## src/rtl/ps2_pkg.sv

```systemverilog
// ps2_pkg
// Shared types and constants for the PS/2 host transmit path (and the receive
// path that shares the same line conditioning).
//   ps2_state_e   : host transmitter FSM states
//   FRAME_BITS    : data + parity + stop bits shifted after the start bit
//   CMD_*         : common host-to-keyboard command bytes
//   DEF_*         : default timing for a 100 MHz system clock
//   build_frame() : assembles {stop, odd parity, data}
package ps2_pkg;

  typedef enum logic [2:0] {
    IDLE      = 3'd0,
    INHIBIT   = 3'd1,
    SHIFT     = 3'd2,
    ACK       = 3'd3,
    WAIT_IDLE = 3'd4
  } ps2_state_e;

  localparam int unsigned FRAME_BITS = 10;

  localparam logic [7:0] CMD_SET_LEDS = 8'hED;
  localparam logic [7:0] CMD_ECHO     = 8'hEE;
  localparam logic [7:0] CMD_RESET    = 8'hFF;

  localparam int unsigned DEF_CLK_HZ         = 100_000_000;
  localparam int unsigned DEF_INHIBIT_CYCLES = 12_000;
  localparam int unsigned DEF_TIMEOUT_CYCLES = 2_000_000;
  localparam int unsigned DEF_FILTER_LEN     = 8;

  // Frame shifted LSB first after the start bit: 8 data bits, odd parity, stop.
  function automatic logic [FRAME_BITS-1:0] build_frame(input logic [7:0] data);
    return {1'b1, ~^data, data};
  endfunction

endpackage

```

## src/rtl/ps2_line_filter.sv

```systemverilog
// ps2_line_filter
// Conditions one asynchronous open-drain PS/2 pad: a 2-flop synchronizer, a
// stability filter that only follows the synchronized value once it has been
// constant for FILTER_LEN cycles, and a registered falling-edge strobe.
//   clk, rst_n : system clock, async active-low reset
//   pad_i      : raw pad input
//   filt_o     : filtered line level (resets high = idle bus)
//   fall_o     : one-cycle strobe, coincident with filt_o going 1 -> 0
module ps2_line_filter
  import ps2_pkg::*;
#(
  parameter int unsigned FILTER_LEN = DEF_FILTER_LEN
) (
  input  logic clk,
  input  logic rst_n,
  input  logic pad_i,
  output logic filt_o,
  output logic fall_o
);

  localparam int unsigned FW = (FILTER_LEN > 1) ? $clog2(FILTER_LEN) : 1;
  localparam logic [FW-1:0] CNT_LAST = FW'(FILTER_LEN - 1);

  logic [1:0]    sync_q, sync_d;
  logic          filt_q, filt_d;
  logic          fall_q, fall_d;
  logic [FW-1:0] cnt_q, cnt_d;

  // Next-state for synchronizer, stability counter and edge strobe.
  always_comb begin
    sync_d = {sync_q[0], pad_i};
    filt_d = filt_q;
    cnt_d  = cnt_q;
    fall_d = 1'b0;
    if (sync_q[1] == filt_q) begin
      // Any bounce back to the current level restarts the stability window.
      cnt_d = '0;
    end else if (cnt_q == CNT_LAST) begin
      filt_d = sync_q[1];
      cnt_d  = '0;
      fall_d = filt_q & ~sync_q[1];
    end else begin
      cnt_d = cnt_q + FW'(1);
    end
  end

  // Line conditioning registers; an idle PS/2 bus is high.
  always_ff @(posedge clk or negedge rst_n) begin
    if (!rst_n) begin
      sync_q <= 2'b11;
      filt_q <= 1'b1;
      fall_q <= 1'b0;
      cnt_q  <= '0;
    end else begin
      sync_q <= sync_d;
      filt_q <= filt_d;
      fall_q <= fall_d;
      cnt_q  <= cnt_d;
    end
  end

  assign filt_o = filt_q;
  assign fall_o = fall_q;

endmodule

```

## src/rtl/ps2_host_tx.sv

```systemverilog
// ps2_host_tx
// Host-to-device PS/2 transmitter: clock inhibit, start bit, 8 data bits LSB
// first, odd parity, stop bit and device ACK check, with a watchdog between
// device clock falling edges. Lines are driven as pull-low enables only.
//   clk, rst_n              : system clock, async active-low reset
//   ps2_clk_i, ps2_data_i   : asynchronous pad inputs
//   start, din              : one-cycle request and byte (taken in IDLE only)
//   ps2_clk_oe, ps2_data_oe : 1 = pull the line low
//   busy                    : transaction in progress (through the done cycle)
//   done                    : one-cycle end-of-transaction pulse (incl. aborts)
//   ack_err, timeout        : status, valid with done, held until next start
module ps2_host_tx
  import ps2_pkg::*;
#(
  parameter int unsigned CLK_HZ         = DEF_CLK_HZ,
  parameter int unsigned INHIBIT_CYCLES = DEF_INHIBIT_CYCLES,
  parameter int unsigned TIMEOUT_CYCLES = DEF_TIMEOUT_CYCLES,
  parameter int unsigned FILTER_LEN     = DEF_FILTER_LEN
) (
  input  logic       clk,
  input  logic       rst_n,
  input  logic       ps2_clk_i,
  input  logic       ps2_data_i,
  input  logic       start,
  input  logic [7:0] din,
  output logic       ps2_clk_oe,
  output logic       ps2_data_oe,
  output logic       busy,
  output logic       done,
  output logic       ack_err,
  output logic       timeout
);

  localparam int unsigned CNT_MAX =
    (INHIBIT_CYCLES > TIMEOUT_CYCLES) ? INHIBIT_CYCLES : TIMEOUT_CYCLES;
  localparam int unsigned CW = $clog2(CNT_MAX + 1);

  localparam logic [CW-1:0] INH_HALF  = CW'(INHIBIT_CYCLES / 2);
  localparam logic [CW-1:0] INH_LAST  = CW'(INHIBIT_CYCLES - 1);
  localparam logic [CW-1:0] TMO_LIMIT = CW'(TIMEOUT_CYCLES);
  localparam logic [3:0]    LAST_IDX  = 4'(FRAME_BITS - 1);

  // Clock frequency only documents the default timing values.
  localparam int unsigned unused_clk_hz = CLK_HZ;

  ps2_state_e            state_q, state_d;
  logic [CW-1:0]         cnt_q, cnt_d;
  logic [3:0]            idx_q, idx_d;
  logic [FRAME_BITS-1:0] frame_q, frame_d;
  logic                  clk_oe_q, clk_oe_d;
  logic                  data_oe_q, data_oe_d;
  logic                  busy_q, busy_d;
  logic                  done_q, done_d;
  logic                  ack_err_q, ack_err_d;
  logic                  timeout_q, timeout_d;

  logic fclk_s, fclk_fall_s;
  logic fdata_s, unused_fdata_fall_s;
  logic wdog_active_s;

  ps2_line_filter #(.FILTER_LEN(FILTER_LEN)) u_clk_filter (
    .clk    (clk),
    .rst_n  (rst_n),
    .pad_i  (ps2_clk_i),
    .filt_o (fclk_s),
    .fall_o (fclk_fall_s)
  );

  ps2_line_filter #(.FILTER_LEN(FILTER_LEN)) u_data_filter (
    .clk    (clk),
    .rst_n  (rst_n),
    .pad_i  (ps2_data_i),
    .filt_o (fdata_s),
    .fall_o (unused_fdata_fall_s)
  );

  // FSM next-state, counter/index and line-enable computation.
  always_comb begin
    state_d       = state_q;
    cnt_d         = cnt_q;
    idx_d         = idx_q;
    frame_d       = frame_q;
    clk_oe_d      = clk_oe_q;
    data_oe_d     = data_oe_q;
    done_d        = 1'b0;
    ack_err_d     = ack_err_q;
    timeout_d     = timeout_q;
    wdog_active_s = 1'b0;

    case (state_q)
      IDLE: begin
        clk_oe_d  = 1'b0;
        data_oe_d = 1'b0;
        if (start) begin
          frame_d   = build_frame(din);
          ack_err_d = 1'b0;
          timeout_d = 1'b0;
          cnt_d     = '0;
          idx_d     = 4'd0;
          clk_oe_d  = 1'b1;
          state_d   = INHIBIT;
        end else begin
          cnt_d = '0;
          idx_d = 4'd0;
        end
      end

      INHIBIT: begin
        clk_oe_d = 1'b1;
        // Start bit goes out while the clock is still held low.
        if (cnt_q == INH_HALF) begin
          data_oe_d = 1'b1;
        end else begin
          data_oe_d = data_oe_q;
        end
        if (cnt_q == INH_LAST) begin
          clk_oe_d = 1'b0;
          cnt_d    = '0;
          idx_d    = 4'd0;
          state_d  = SHIFT;
        end else begin
          cnt_d = cnt_q + CW'(1);
        end
      end

      SHIFT: begin
        wdog_active_s = 1'b1;
        if (fclk_fall_s) begin
          data_oe_d = ~frame_q[idx_q];
          cnt_d     = '0;
          idx_d     = idx_q + 4'd1;
          if (idx_q == LAST_IDX) begin
            state_d = ACK;
          end else begin
            state_d = SHIFT;
          end
        end else begin
          cnt_d = cnt_q + CW'(1);
        end
      end

      ACK: begin
        wdog_active_s = 1'b1;
        if (fclk_fall_s) begin
          // Device pulls data low to acknowledge; a high line is a NACK.
          ack_err_d = fdata_s;
          cnt_d     = '0;
          state_d   = WAIT_IDLE;
        end else begin
          cnt_d = cnt_q + CW'(1);
        end
      end

      WAIT_IDLE: begin
        wdog_active_s = 1'b1;
        if (fclk_s && fdata_s) begin
          clk_oe_d  = 1'b0;
          data_oe_d = 1'b0;
          done_d    = 1'b1;
          state_d   = IDLE;
        end else if (fclk_fall_s) begin
          cnt_d = '0;
        end else begin
          cnt_d = cnt_q + CW'(1);
        end
      end

      default: begin
        clk_oe_d  = 1'b0;
        data_oe_d = 1'b0;
        state_d   = IDLE;
      end
    endcase

    // Watchdog expiry overrides anything decided above, including a
    // same-cycle device clock edge; ack_err keeps its prior value.
    if (wdog_active_s && (cnt_q == TMO_LIMIT)) begin
      clk_oe_d  = 1'b0;
      data_oe_d = 1'b0;
      timeout_d = 1'b1;
      ack_err_d = ack_err_q;
      done_d    = 1'b1;
      cnt_d     = '0;
      state_d   = IDLE;
    end else begin
      timeout_d = timeout_d;
    end

    // busy covers the done cycle and drops one cycle later.
    busy_d = (state_d != IDLE) || done_d;
  end

  // State and output registers; reset releases both lines at once.
  always_ff @(posedge clk or negedge rst_n) begin
    if (!rst_n) begin
      state_q   <= IDLE;
      cnt_q     <= '0;
      idx_q     <= 4'd0;
      frame_q   <= '0;
      clk_oe_q  <= 1'b0;
      data_oe_q <= 1'b0;
      busy_q    <= 1'b0;
      done_q    <= 1'b0;
      ack_err_q <= 1'b0;
      timeout_q <= 1'b0;
    end else begin
      state_q   <= state_d;
      cnt_q     <= cnt_d;
      idx_q     <= idx_d;
      frame_q   <= frame_d;
      clk_oe_q  <= clk_oe_d;
      data_oe_q <= data_oe_d;
      busy_q    <= busy_d;
      done_q    <= done_d;
      ack_err_q <= ack_err_d;
      timeout_q <= timeout_d;
    end
  end

  assign ps2_clk_oe  = clk_oe_q;
  assign ps2_data_oe = data_oe_q;
  assign busy        = busy_q;
  assign done        = done_q;
  assign ack_err     = ack_err_q;
  assign timeout     = timeout_q;

endmodule
```

## config.mk

```make
export PLATFORM = sky130hd
export DESIGN_NAME = ps2_host_tx
export DESIGN_NICKNAME = d
export VERILOG_FILES = /design/src/rtl/ps2_pkg.sv /design/src/rtl/ps2_line_filter.sv /design/src/rtl/ps2_host_tx.sv
export SDC_FILE = /design/constraint.sdc
export NUM_CORES = 1
export LEC_CHECK = 0
export BUFFER_PORTS_ARGS = -buffer_cell sky130_fd_sc_hd__buf_2
export CAP_MARGIN = 20
export CORE_MARGIN = 10
export CORE_UTILIZATION = 53
export CTS_BUF_LIST = sky130_fd_sc_hd__clkbuf_2
export DETAILED_ROUTE_END_ITERATION = 7
export HOLD_SLACK_MARGIN = 0.1
export PLACE_DENSITY = 0.71
export SLEW_MARGIN = 10
export SYNTH_ARGS = -nofsm -noshare
export SYNTH_HDL_FRONTEND = slang
export SYNTH_SLANG_ARGS = --single-unit
```

## constraint.sdc

```tcl
create_clock -name clk -period 5 [get_ports clk]
set_input_delay 0.5 -clock clk [delete_from_list [all_inputs] [get_ports clk]]
set_output_delay 0.5 -clock clk [all_outputs]
set_load 0.01 [all_outputs]
```

======== Yosys cells after proc, flatten, opt, wreduce, memory -nomap -nowiden ========
Cells that the tools add are included.
word-level totals
  input bits .............................. 13
  bits in registers ....................... 57
  word-level logic and storage cells ...... 114
operators by class
  reductions and logical operators ........ 22
  $lt $le $gt $ge ......................... 1
  equality and inequality tests ........... 22
  add/subtract/negate cells ............... 4
  bitwise logic cells ..................... 6
  multiplexer cells ....................... 42
operators with widths
  operator                                                number
  two-way mux 21 bit                                      4
  one-hot mux 21 bit (4 select lines)                     1
  two-way mux 3 bit                                       10
  adder 21 x 1 -> 21 bit (second input constant)          1
  equality test 21 x 13 -> 1 bit (second input constant)  1
  equality test 21 x 14 -> 1 bit (second input constant)  1
  equality test 21 bit (second input constant)            1
  two-way mux 1 bit                                       19
  one-hot mux 3 bit (5 select lines)                      1
  one-hot mux 4 bit (3 select lines)                      1
  AND reduction 2 bit                                     6
  equality test 3 bit (second input constant)             3
  inequality test 3 bit (second input constant)           3
  two-way mux 4 bit                                       2
  one-hot mux 1 bit (4 select lines)                      2
  AND reduction 4 bit                                     2
  XNOR reduction 8 bit                                    1
  adder 3 x 1 -> 3 bit (second input constant)            2
  equality test 3 x 2 -> 1 bit (second input constant)    2
  inequality test 2 x 1 -> 1 bit (second input constant)  3
  inequality test 2 bit (second input constant)           3
  nonzero test 2 bit                                      3
  nonzero test 3 bit                                      2
  < comparator 4 x 5 -> 1 bit (second input constant)     1
  16 further kinds                                        22

======== Depth between registers and ports, before layout ========
  word-level depth ........................ 7
  depth in mapped cells ................... 9

======== Modules after synthesis ========
Synthesis repeated with hierarchy kept, for this count alone.
unflattened totals
  cells, all modules ...................... 343
  area total of the unflattened synthesis .. 3354.5 µm²
modules (own cells, without submodules)
  module           times used  cells each  sequential area each (µm²)  area each (µm²)
  ps2_host_tx      1           305         1101.1                      2776.4
  ps2_line_filter  2           19          178.9                       289.0

======== Worst setup path after synthesis ========
OpenSTA, ideal clock, no wires.
  kind .................................... register to register
  start ................................... register cnt_q[0]
  end ..................................... register cnt_q[10]
  path buffers ............................ 1
  period minus slack after synthesis ...... 2422 ps
  slack ................................... 2578 ps
  setup time .............................. 78 ps
  stages on the path, launching flop included .. 9
  arrival ................................. 2344 ps
  cell sequence ........................... dfrtp_1 > inv_1 > ha_1 > or4bb_1 > nor4_4 > a31oi_2 > buf_6 > or4_1 > a21oi_1
on the way
  word-level cells in the longest chain between the ends .. 5
  elaborated cells between the ends (all ways) .. 12
  those cells by class .................... add/sub (1); eq/ne (3); mux (5); reduce/logical (3)
ends and longest elaborated chain
  element                              RTL line                                                    text
  start: declaration                   ps2_host_tx.sv:47                                           logic [CW-1:0] cnt_q, cnt_d;
  start signal: assignment             ps2_host_tx.sv:208                                          cnt_q <= cnt_d;
  adder 21 x 1 -> 21 bit               -
  two-way mux 21 bit                   ps2_host_tx.sv:128, ps2_host_tx.sv:144, ps2_host_tx.sv:161
  two-way mux 21 bit                   ps2_host_tx.sv:156                                          if (fclk_s && fdata_s) begin
  one-hot mux 21 bit (4 select lines)  ps2_host_tx.sv:90                                           case (state_q)
  two-way mux 21 bit                   ps2_host_tx.sv:177                                          if (wdog_active_s && (cnt_q == TMO_LIMIT)) begin
Several ways; a longest one is shown, not always the timed one. The select of a mux whose other input is x is not followed.
A chain may end at the register's enable or synchronous reset.

======== Worst setup path in the final report ========
  start ................................... register cnt_q[0]
  end ..................................... register cnt_q[16]
Same word-level chain as after synthesis.

==> flow_summary_export.csv <==
group,metric,value,unit
outcome,status,"completed",
worst_hold_path,hp-class,"input pin to async pin",
timing,fin_tns_setup,0,ns
power_and_ir_drop,p_per_area,319,nW/um^2
floorplan,die_x,96.8,um
synth,synthSimpleGateAreaFrac,0.223,
synth,yosys_warnings,0,
drt,wl,6600,um
timing,timing.final.crit_share,0.536,
timing,slew_viol_final,0,
layout,final_common_cell,"dfrtp_1",
synth,muxShareOfSynthArea,0.0568,
setup_path,worstPathRequired,5.41,ns
global_routing,grt_start_max_net_pins,58,
clock_network,clkTransAtPathRegs,0.17,ns
synth,synth.top_cells.by_area,"dfrtp_1, dfstp_2, ha_1",
floorplan,dieArea,9380,um^2
setup_path,startpoint_type,"flip-flop",
global_routing,grt_antenna_before_repair,0,
placement,dp_hpwl,4510,um
clock_network,cts_root_buf,"clkbuf_2",
placement,gp_congestion,0.829,
clock_network,cts_tree,"yes",
floorplan,num_io_pins,19,
drt,first_iter_violations,113,
placement,port_buffers,18,
timing,rsz0062_at_grt,"false",
job,drv_cap,0,
drt,post-route-drc-count,0,
power_and_ir_drop,power.share.sequential,0.565,
setup_path,reg2reg_slack,2.32,ns
layout,layout_common_cells,"dfrtp_1, a21oi_1, nand2_1, buf_2",
drt,antenna_left,0,
clock_network,post-cts-setup-buffers,0,
clock_network,numClockSinks,57,
drt,drtPass1Iterations,4,
synth,synth_enable_flop_cells,0,
synth,synth_area,3130,um^2
floorplan,core-area,5610,um^2
synth,synth_area_leader_cell,"dfrtp_1",
clock_network,h-tree-depth,3,
setup_path,critPathMaxFanout,34,
setup_path,crit_type,"flip-flop to flip-flop",
floorplan,start_util,0.558,
power_and_ir_drop,power_switching,0.328,mW
power_and_ir_drop,clockPowerShare,0.258,
global_routing,grt_usage,0.141,
drt,routedWlPerCell,16.5,um
synth,syn_inst,302,
power_and_ir_drop,p_total,1.08,mW
timing,hold_viol,0,
synth,synth_flop_cell,"dfrtp_1",
layout,layout-drive-gt1-share,0.207,
global_routing,grt_overflow_total,0,
placement,dpl_cell_area,3280,um^2
synth,synth_compound_area_frac,0.167,
synth,async_flop_share,1.00,
drt,vias,2425,
power_and_ir_drop,intPower,0.756,mW
power_and_ir_drop,switching_share,0.303,
synth,synth_xor_area_frac,0.0252,
power_and_ir_drop,leakagePower,1.37,nW
placement,placed_cells,383,
synth,synth_nets,325,
layout,antenna_cells,0,
timing,worst_pin_slew,0.709,ns
power_and_ir_drop,pwr-share-comb,0.177,
timing,max_slew_margin,0.526,
global_routing,grt_pass1_vias,2341,
layout,layout.nets,347,
setup_path,cp.arrival,3.09,ns
timing,period_needed,2.68,ns
layout,area_delta_synth_final,8.72,%
floorplan,rows,27,
setup_path,setup.worst_path.end_class,"flip-flop",
synth,ys_seq_area_frac,0.458,
synth,ys_ff_latch,57,
clock_network,clk_path_buf_depth,2,
synth,synth_top_family_by_area,"simple AND/OR/NAND/NOR gates",
layout,utilization,0.607,
synth,yosysUniqueCellTypes,56,
synth,synthAdderAreaFrac,0.0400,
timing,max_freq,373,MHz
global_routing,grt_pass1_wl,11300,um
layout,stdcell_count,401,
timing,clock_skew,0.0204,ns
layout,stdcell_area,3400,um^2
floorplan,die_y,96.8,um
clock_network,cts_buffers,9,
drt,vias_per_cell,6.05,
power_and_ir_drop,peakVddDrop,0.191,mV
timing,setup_violations,0,
synth,syn_area_per_cell,10.4,um^2
synth,yosys.area.top_type_share,0.408,
clock_network,clk_latency,0.50,ns
## power by group through the flow
stage	Clock (mW)	Sequential [mW]	Combinational, mW
3_3_place_gp	0	0.619	0.183
3_5_place_dp	0	0.623	0.193
2_1_floorplan	0	0.593	0.154
6_report	0.280	0.613	0.191
5_1_grt	0.312	0.627	0.222
4_1_cts	0.289	0.614	0.195
## what timing repair did
item / 4_1_cts / 5_1_grt
resized for setup: 0 / 0
hold endpoints to repair: 2 / 0
hold buffers: 2 / 0
## per-stage QoR
stage | worst slack (ns) | hold slack [ns]
6_report | 2.32 | 0.128
5_1_grt | 2.17 | 0.147
4_1_cts | 2.32 | 0.114
3_5_place_dp | 2.35 | 0.347
3_3_place_gp | 2.41 | 0.349
2_1_floorplan | 2.58 | 0.204
## cells in the mapped netlist (all sizes together), types with 7 or more instances
cell type and instances:
or4 15, nor2 11, or3 7, a21oi 23
dfrtp 51, o21ai 15, mux2 10, ha 10
inv 11, clkbuf 11, nand2 21, o31ai 16
nand4 8, xnor2 8, nand3 7
## cell families (layout without fill, tap and decap cells)
group	after synthesis	after routing
simple gates	111	111
mux	14	14
fa+ha+maj	10	10
buf+inv	23	50
xor+xnor	9	9
compound gates	78	78
flops	57	57
## worst paths after layout
| check | end | cells after the start | startpoint |
|---|---|---|---|
| max | cnt_q[16]$_DFFE_PN0P_ | 8 | cnt_q[0]$_DFFE_PN0P_ |
| min | frame_q[1]$_DFFE_PN0P_ | 2 | rst_n |
| max reg2reg | cnt_q[16]$_DFFE_PN0P_ | 8 | cnt_q[0]$_DFFE_PN0P_ |
| min reg2reg | u_data_filter.sync_q[1]$_DFF_PN1_ | 0 | u_data_filter.sync_q[0]$_DFF_PN1_ |
| max in group asynchronous | done$_DFF_PN0_ | 2 | rst_n |
| min in group clk | frame_q[0]$_DFFE_PN0P_ | 2 | din[0] |
## area by class of cell
type	count	area, um^2
clock buffer	11	55.1
clock inverter	5	47.5
fill	492	2210
inverter	11	41.3
multi-input combinational	222	1600
sequential	57	1430
tap	72	90.1
timing repair buffer	23	133
## sequential cells by signal, summed over array words and instances, names as in the netlist
name                  count
ack_err                   1
busy                      1
cnt_q                    21
done                      1
frame_q                  10
idx_q                     4
ps2_clk_oe                1
ps2_data_oe               1
state_q                   3
timeout                   1
u_clk_filter.cnt_q        3
u_clk_filter.fall_o       1
u_clk_filter.filt_o       1
u_clk_filter.sync_q       2
u_data_filter.cnt_q       3
u_data_filter.filt_o      1
u_data_filter.sync_q      2
## critical path, cell delays in order (launching register included)
cell and delay (ns):
dfrtp_1 0.46, inv_1 0.10, ha_1 0.15, or4bb_1 0.53, nor4_4 0.30, a31oi_2 0.13
buf_4 0.25, or4_1 0.52, a21oi_1 0.17
## routing by layer
metal / GRT usage / part of all wire / up-vias
met5: 0 / 0 / -
met4: 0.0485 / 0.013 / 0
met3: 0.0518 / 0.039 / 8
met2: 0.220 / 0.48 / 54
met1: 0.175 / 0.47 / 1184
li1: - / - / 1179
Power figures use the tool's default switching activity.
